`src/rtl/stopwatch_digits.sv`:
```
// -----------------------------------------------------------------------------
// stopwatch_digits
//
// Stopwatch core. It keeps elapsed time as eight BCD digits, HH:MM:SS.hh, and
// advances on an external 100 Hz tick. It drives the d7..d0 digit inputs of the
// seven-segment display controller. Each digit is encoded as
// {en, dp, 1'b0, hex[3:0]}.
//
// Parameters
//   BLANK_LZ    1 = blank leading zeros of the hours field.
//
// Ports
//   clk         system clock
//   rst         asynchronous active-low reset
//   tick        one-cycle pulse, one hundredth of a second
//   start_stop  one-cycle pulse, toggles counting
//   lap         one-cycle pulse, toggles display freeze while running
//   clear       one-cycle pulse, zeroes the count and returns to IDLE
//   d7..d0      registered digit codes; d7 = hours tens, d0 = hundredths units
//   running     registered, high in RUN or LAP
//   rollover    registered, one-cycle pulse after the count wraps to zero
//
// Input protocol: tick/start_stop/lap/clear are level-sampled on every rising
// edge. A high level for k cycles counts as k pulses; there is no ready or
// back-pressure. When pulses arrive together, clear wins over start_stop, and
// start_stop wins over lap. A losing pulse is dropped.
//
// The FSM state is held in state_q (type state_e). Checkers bind to it there.
// -----------------------------------------------------------------------------
module stopwatch_digits #(
    parameter bit BLANK_LZ = 1'b1
) (
    input  logic       clk,
    input  logic       rst,
    input  logic       tick,
    input  logic       start_stop,
    input  logic       lap,
    input  logic       clear,
    output logic [6:0] d7,
    output logic [6:0] d6,
    output logic [6:0] d5,
    output logic [6:0] d4,
    output logic [6:0] d3,
    output logic [6:0] d2,
    output logic [6:0] d1,
    output logic [6:0] d0,
    output logic       running,
    output logic       rollover
);

    typedef enum logic [1:0] {
        S_IDLE = 2'd0,
        S_RUN  = 2'd1,
        S_STOP = 2'd2,
        S_LAP  = 2'd3
    } state_e;

    // Per-digit maximum, index 0 = hundredths units ... index 7 = hours tens.
    // It equals the BCD image of 99:59:59.99.
    localparam logic [7:0][3:0] DIGIT_MAX = 32'h9959_5999;

    // Builds the display codes for a BCD count. dp marks the separators after
    // hours, minutes and seconds. A blanked digit keeps hex=0 and its dp.
    function automatic logic [7:0][6:0] encode_digits(input logic [7:0][3:0] src);
        logic [7:0][6:0] enc;
        logic            en;
        logic            dp;
        enc = '0;
        for (int i = 0; i < 8; i++) begin
            en = 1'b1;
            dp = (i == 2) || (i == 4) || (i == 6);
            if (BLANK_LZ) begin
                if (i == 7) en = (src[7] != 4'd0);
                if (i == 6) en = (src[7] != 4'd0) || (src[6] != 4'd0);
            end
            enc[i[2:0]] = {en, dp, 1'b0, src[i[2:0]]};
        end
        return enc;
    endfunction

    state_e          state_q, state_d;
    logic [7:0][3:0] count_q, count_d;
    logic [7:0][3:0] snap_q, snap_d;
    logic [7:0][6:0] disp_q, disp_d;
    logic            running_q, running_d;
    logic            rollover_q, rollover_d;

    logic [7:0][3:0] count_inc;
    logic            inc;
    logic            carry;
    logic            wrap;
    logic [7:0][3:0] disp_src;

    // ------------------------------------------------------------------
    // State register
    // ------------------------------------------------------------------
    always_ff @(posedge clk or negedge rst) begin
        if (!rst) begin
            state_q    <= S_IDLE;
            count_q    <= '0;
            snap_q     <= '0;
            disp_q     <= encode_digits('0);
            running_q  <= 1'b0;
            rollover_q <= 1'b0;
        end else begin
            state_q    <= state_d;
            count_q    <= count_d;
            snap_q     <= snap_d;
            disp_q     <= disp_d;
            running_q  <= running_d;
            rollover_q <= rollover_d;
        end
    end

    // ------------------------------------------------------------------
    // Next state, count and snapshot
    // ------------------------------------------------------------------
    always_comb begin
        // Counting is decided by the state before this edge's transition.
        // A tick that arrives together with clear is lost.
        inc = tick && ((state_q == S_RUN) || (state_q == S_LAP)) && !clear;

        // Ripple carry across all eight digits in one cycle. If the carry
        // comes out of the hours tens digit, the count has wrapped.
        count_inc = count_q;
        carry     = inc;
        for (int i = 0; i < 8; i++) begin
            if (carry) begin
                if (count_q[i[2:0]] == DIGIT_MAX[i[2:0]]) begin
                    count_inc[i[2:0]] = 4'd0;
                end else begin
                    count_inc[i[2:0]] = count_q[i[2:0]] + 4'd1;
                    carry             = 1'b0;
                end
            end
        end
        wrap = carry;

        state_d = state_q;
        count_d = count_inc;
        snap_d  = snap_q;

        if (clear) begin
            state_d = S_IDLE;
            count_d = '0;
            snap_d  = '0;
        end else begin
            case (state_q)
                S_IDLE: if (start_stop) state_d = S_RUN;
                S_RUN: begin
                    if (start_stop) begin
                        state_d = S_STOP;
                    end else if (lap) begin
                        state_d = S_LAP;
                        // The snapshot is the pre-increment count.
                        snap_d  = count_q;
                    end
                end
                S_LAP: begin
                    if (start_stop)  state_d = S_STOP;
                    else if (lap)    state_d = S_RUN;
                end
                S_STOP: if (start_stop) state_d = S_RUN;
                default: state_d = S_IDLE;
            endcase
        end
    end

    // ------------------------------------------------------------------
    // Registered outputs
    // ------------------------------------------------------------------
    always_comb begin
        disp_src   = (state_q == S_LAP) ? snap_q : count_q;
        disp_d     = encode_digits(disp_src);
        running_d  = (state_d == S_RUN) || (state_d == S_LAP);
        rollover_d = wrap;
    end

    assign d7       = disp_q[7];
    assign d6       = disp_q[6];
    assign d5       = disp_q[5];
    assign d4       = disp_q[4];
    assign d3       = disp_q[3];
    assign d2       = disp_q[2];
    assign d1       = disp_q[1];
    assign d0       = disp_q[0];
    assign running  = running_q;
    assign rollover = rollover_q;

endmodule

```
`config.mk`:
```
export PLATFORM = sky130hd
export DESIGN_NAME = stopwatch_digits
export DESIGN_NICKNAME = d
export VERILOG_FILES = /design/src/rtl/stopwatch_digits.sv
export SDC_FILE = /design/constraint.sdc
export NUM_CORES = 1
export LEC_CHECK = 0
export BUFFER_PORTS_ARGS = -buffer_cell sky130_fd_sc_hd__buf_2
export CAP_MARGIN = 20
export CORE_ASPECT_RATIO = 1.4
export CORE_MARGIN = 3
export CORE_UTILIZATION = 55
export CTS_CLUSTER_SIZE = 25
export DETAILED_ROUTE_END_ITERATION = 8
export GPL_TIMING_DRIVEN = 0
export PLACE_DENSITY = 0.82
export SLEW_MARGIN = 20
export SYNTH_ARGS = -nofsm -noshare
export SYNTH_HDL_FRONTEND = slang
export SYNTH_SLANG_ARGS = --single-unit
export TNS_END_PERCENT = 50
```
`constraint.sdc`:
```
create_clock -name clk -period 1.96 [get_ports clk]
set_input_delay 0.196 -clock clk [delete_from_list [all_inputs] [get_ports clk]]
set_output_delay 0.196 -clock clk [all_outputs]
set_load 0.01 [all_outputs]
```
==> flow_summary.toml <==
[pwr]
clkPwrFrac_pct = 45.2
switching_share_pct = 21.2
intPower_mw = 3.35
p_total_mw = 4.25
power.leakage_nw = 2.91
p_seq_share_pct = 49.4
p_per_area_nw_per_um2 = 711
power.switching_mw = 0.900
p_comb_share_pct = 5.4
peakVddDrop_mv = 0.565

[floorplan]
dieArea_um2 = 9910
die_w_um = 85
core_um2 = 8340
initial_utilization_pct = 57.6
io_pins = 64
die_h_um = 117
num_rows = 39

[hold_path]
hold_depth = 4
hold_end = "state_q[1]$_DFF_PN0_"
holdCritStartpoint = "lap"
min_path_type = "in2reg"

[job]
drv_cap = 0

[setup_path]
worst-path-buf-inv = 3
r2r_slack_ns = -0.05
cp.depth = 8
max_stage_delay_ns = 0.48
cpLargestDelayFamily = "simple AND/OR/NAND/NOR gates"
rr_endpoint = "count_q[29]$_DFFE_PN0P_"
cp_data_required_time_ns = 2.23
cp-end-kind = "flip-flop"
worstSetupPathType = "reg2reg"
critPathMaxFanout = 6
reg2reg_depth = 8
timing.rr.start = "count_q[17]$_DFFE_PN0P_"
slowest_stage = "or4_4"
start_kind = "flip-flop"
path_cells = "inv_2, ha_1, and3b_1, buf_6, nand4_1, buf_4, or4_4, a21oi_2"
crit_arrival_ns = 2.28

[route]
first_iter_violations = 366
final_antenna_net_count = 0
wl_um = 11400
drc_errors = 0
routedWlPerCell_um = 17.0
drt-pass1-iter-count = 5
vias = 3839
via_per_inst = 5.70

[clock_network]
clk_path_buf_depth = 2
cts_tree = "done"
htreeDepth = 3
insertion_delay_ns = 0.35
root_buffer = "clkbuf_16"
cts_buffers = 9
clkTransAtPathRegs_ns = 0.06
clock_sinks = 101

[grt]
met3_usage_pct = 5.58
grt_pass1_wl_um = 17700
antenna_found_initial = 0
grt_max_degree = 66
use_met2_pct = 38.7
globalRouteTotalUtil_pct = 22.7
use_met1_pct = 26.9
grt_pass1_vias = 3637
grt-ovfl-total = 0
busiest_layer = "met2"

[final_layout]
diodes = 0
finalNonFillerCells = 674
final_cell_area_um2 = 5980
drive_gt1_share_pct = 33.7
syn_to_final_growth_pct = 24.4
fin_nets = 589

[status]
violations = "negative setup slack"
status = "finished with violations"

[placed_design]
dpl.hpwl_um = 7040
placed_cell_area_um2 = 5250
io_buffers = 41
dp.cells = 625
post-place-ws_ns = -0.140
gp_congestion = 0.870

[timing]
rsz0062_at_grt = "yes"
slew_viol_final = 0
finClkSkew_ns = 0.00405
hold_viol = 0
post-route-period-util_pct = 103
worst-slew-pin-transition_ns = 0.703
slew_headroom_pct = 53.2
clock.fmax_mhz = 497
finalCriticalPeriod_ns = 2.01
setup_viol = 3
finalWorstSetupSlack_ns = -0.0501

[synthesis]
synth.top_cell.area_share_pct = 52.6
synth.ff_latch_count = 101
synth_top_area_cell = "dfrtp_1"
synth_warnings = 0
yosys-top-cells-area = "dfrtp_1, mux2_2, nand2_1, a21oi_1, ha_1"
synth_area_per_cell_um2 = 10.4
synth_area_um2 = 4810
synth_cells = 461
synth.distinct_cells = 42
ys_seq_area_share_pct = 52.6
-- worst max-delay path by stage --
stage,from,end,slack (ns)
after floorplan,count_q[5]$_DFFE_PN0P_,count_q[30]$_DFFE_PN0P_,0.19
after global placement,rst,d4[2]$_DFF_PN0_,-0.31
after detailed placement,count_q[5]$_DFFE_PN0P_,count_q[30]$_DFFE_PN0P_,-0.14
after CTS,count_q[1]$_DFFE_PN0P_,count_q[28]$_DFFE_PN0P_,-0.01
after global routing,count_q[17]$_DFFE_PN0P_,count_q[29]$_DFFE_PN0P_,-0.11
final,count_q[17]$_DFFE_PN0P_,count_q[29]$_DFFE_PN0P_,-0.05
-- metrics by stage --
step,TNS (ns),utilization (%),hold WS (ns)
global placement,-30.83,62.5,0.487
detailed placement,-0.639,62.9,0.123
CTS,-0.0146,68.0,0.151
finish,-0.0944,71.7,0.154
floorplan,0,-,-0.0996
global route,-1.37,71.7,0.153
-- repair_timing --
action | 4_1_cts | 5_1_grt
buffers inserted | 6 | 25
pin swaps | 8 | 9
hold buffers | 1 | 0
gates resized for setup | 10 | 42
hold endpoints to repair | 36 | 0
cloned | 0 | 1
setup endpoints to repair | 19 | 49
-- cell families after synthesis --
| group | count (synthesis) | synth area share, % |
|---|---|---|
| AO/OA/AOI/OAI | 90 | 10.8 |
| XOR/XNOR | 3 | 0.547 |
| buffers and inverters | 61 | 7.24 |
| multiplexers | 34 | 7.91 |
| flip-flops | 101 | 52.6 |
| other | 2 | 0.156 |
| adder cells (fa/ha/maj) | 16 | 4.17 |
| AND/OR/NAND/NOR | 154 | 16.6 |
-- placed cells by master (no fill, tap or decap), types with 9 or more instances in the layout --
cell       Yosys  routed
dfrtp_1      101      88
nand2_1       77      77
buf_4         24      54
a21oi_1       49      43
buf_2          5      42
mux2_2        32      32
conb_1         2      22
o21ai_0       19      17
clkbuf_1      17      16
ha_1          16      14
nand3_1       13      13
dfrtp_2        0      13
nand3b_1       9       9
clkbuf_16      0       9
-- cell usage after synthesis --
cell type    n
dfrtp_1    101
nand2_1     77
a21oi_1     49
mux2_2      32
buf_4       24
o21ai_0     19
clkbuf_1    17
ha_1        16
nand3_1     13
inv_1       11
or4_1       11
and3b_1      9
nand3b_1     9
nor2_1       7
nor3_1       6
buf_2        5
or3_1        5
nand4_1      4
nor4_1       4
o41ai_1      4
a21o_1       3
a31o_2       3
buf_6        3
o311ai_0     3
a211oi_1     2
a31oi_1      2
and3_1       2
conb_1       2
mux2i_1      2
nand2b_1     2
o31ai_1      2
xnor2_1      2
and3b_2      1
buf_1        1
nand4_4      1
nor2b_1      1
nor4b_1      1
o21a_1       1
o311ai_1     1
o32ai_1      1
or2_2        1
xor2_1       1
-- tightest hold or removal path, cell delays in order --
cell and delay [ns]:
buf_2 0.09, nand2_1 0.05, nand3b_1 0.07, a21oi_1 0.06
-- state kept, by name (all words and copies together) (netlist names), 5 cells and up --
signal and flops:
count_q 32, snap_q 32, d6 5, d7 5
-- area by class of cell --
type                            count  area (um2)
Buffer                             50         334
Clock buffer                       12         256
Clock inverter                      4        70.1
Fill cell                         546        2360
Inverter                           11        41.3
Multi-Input combinational cell    319        2110
Sequential cell                   101        2540
Tap cell                          102         128
Timing Repair Buffer               75         499
-- metal layers --
metal | vias to the layer above | routed length (um)
li1 | 1779 | -
met1 | 1876 | 4500
met2 | 155 | 5920
met3 | 29 | 653
met4 | 0 | 364
met5 | - | 0
-- power by group through the flow --
| stage | sequential [mW] | clock, mW | combinational (mW) |
|---|---|---|---|
| 2_1_floorplan | 2.14 | 0 | 0.124 |
| 3_3_place_gp | 2.14 | 0 | 0.206 |
| 3_5_place_dp | 2.14 | 0 | 0.219 |
| 4_1_cts | 2.10 | 1.95 | 0.224 |
| 5_1_grt | 2.10 | 2.04 | 0.253 |
| 6_report | 2.10 | 1.92 | 0.229 |
Note: power is estimated with default switching activity, not from simulation.
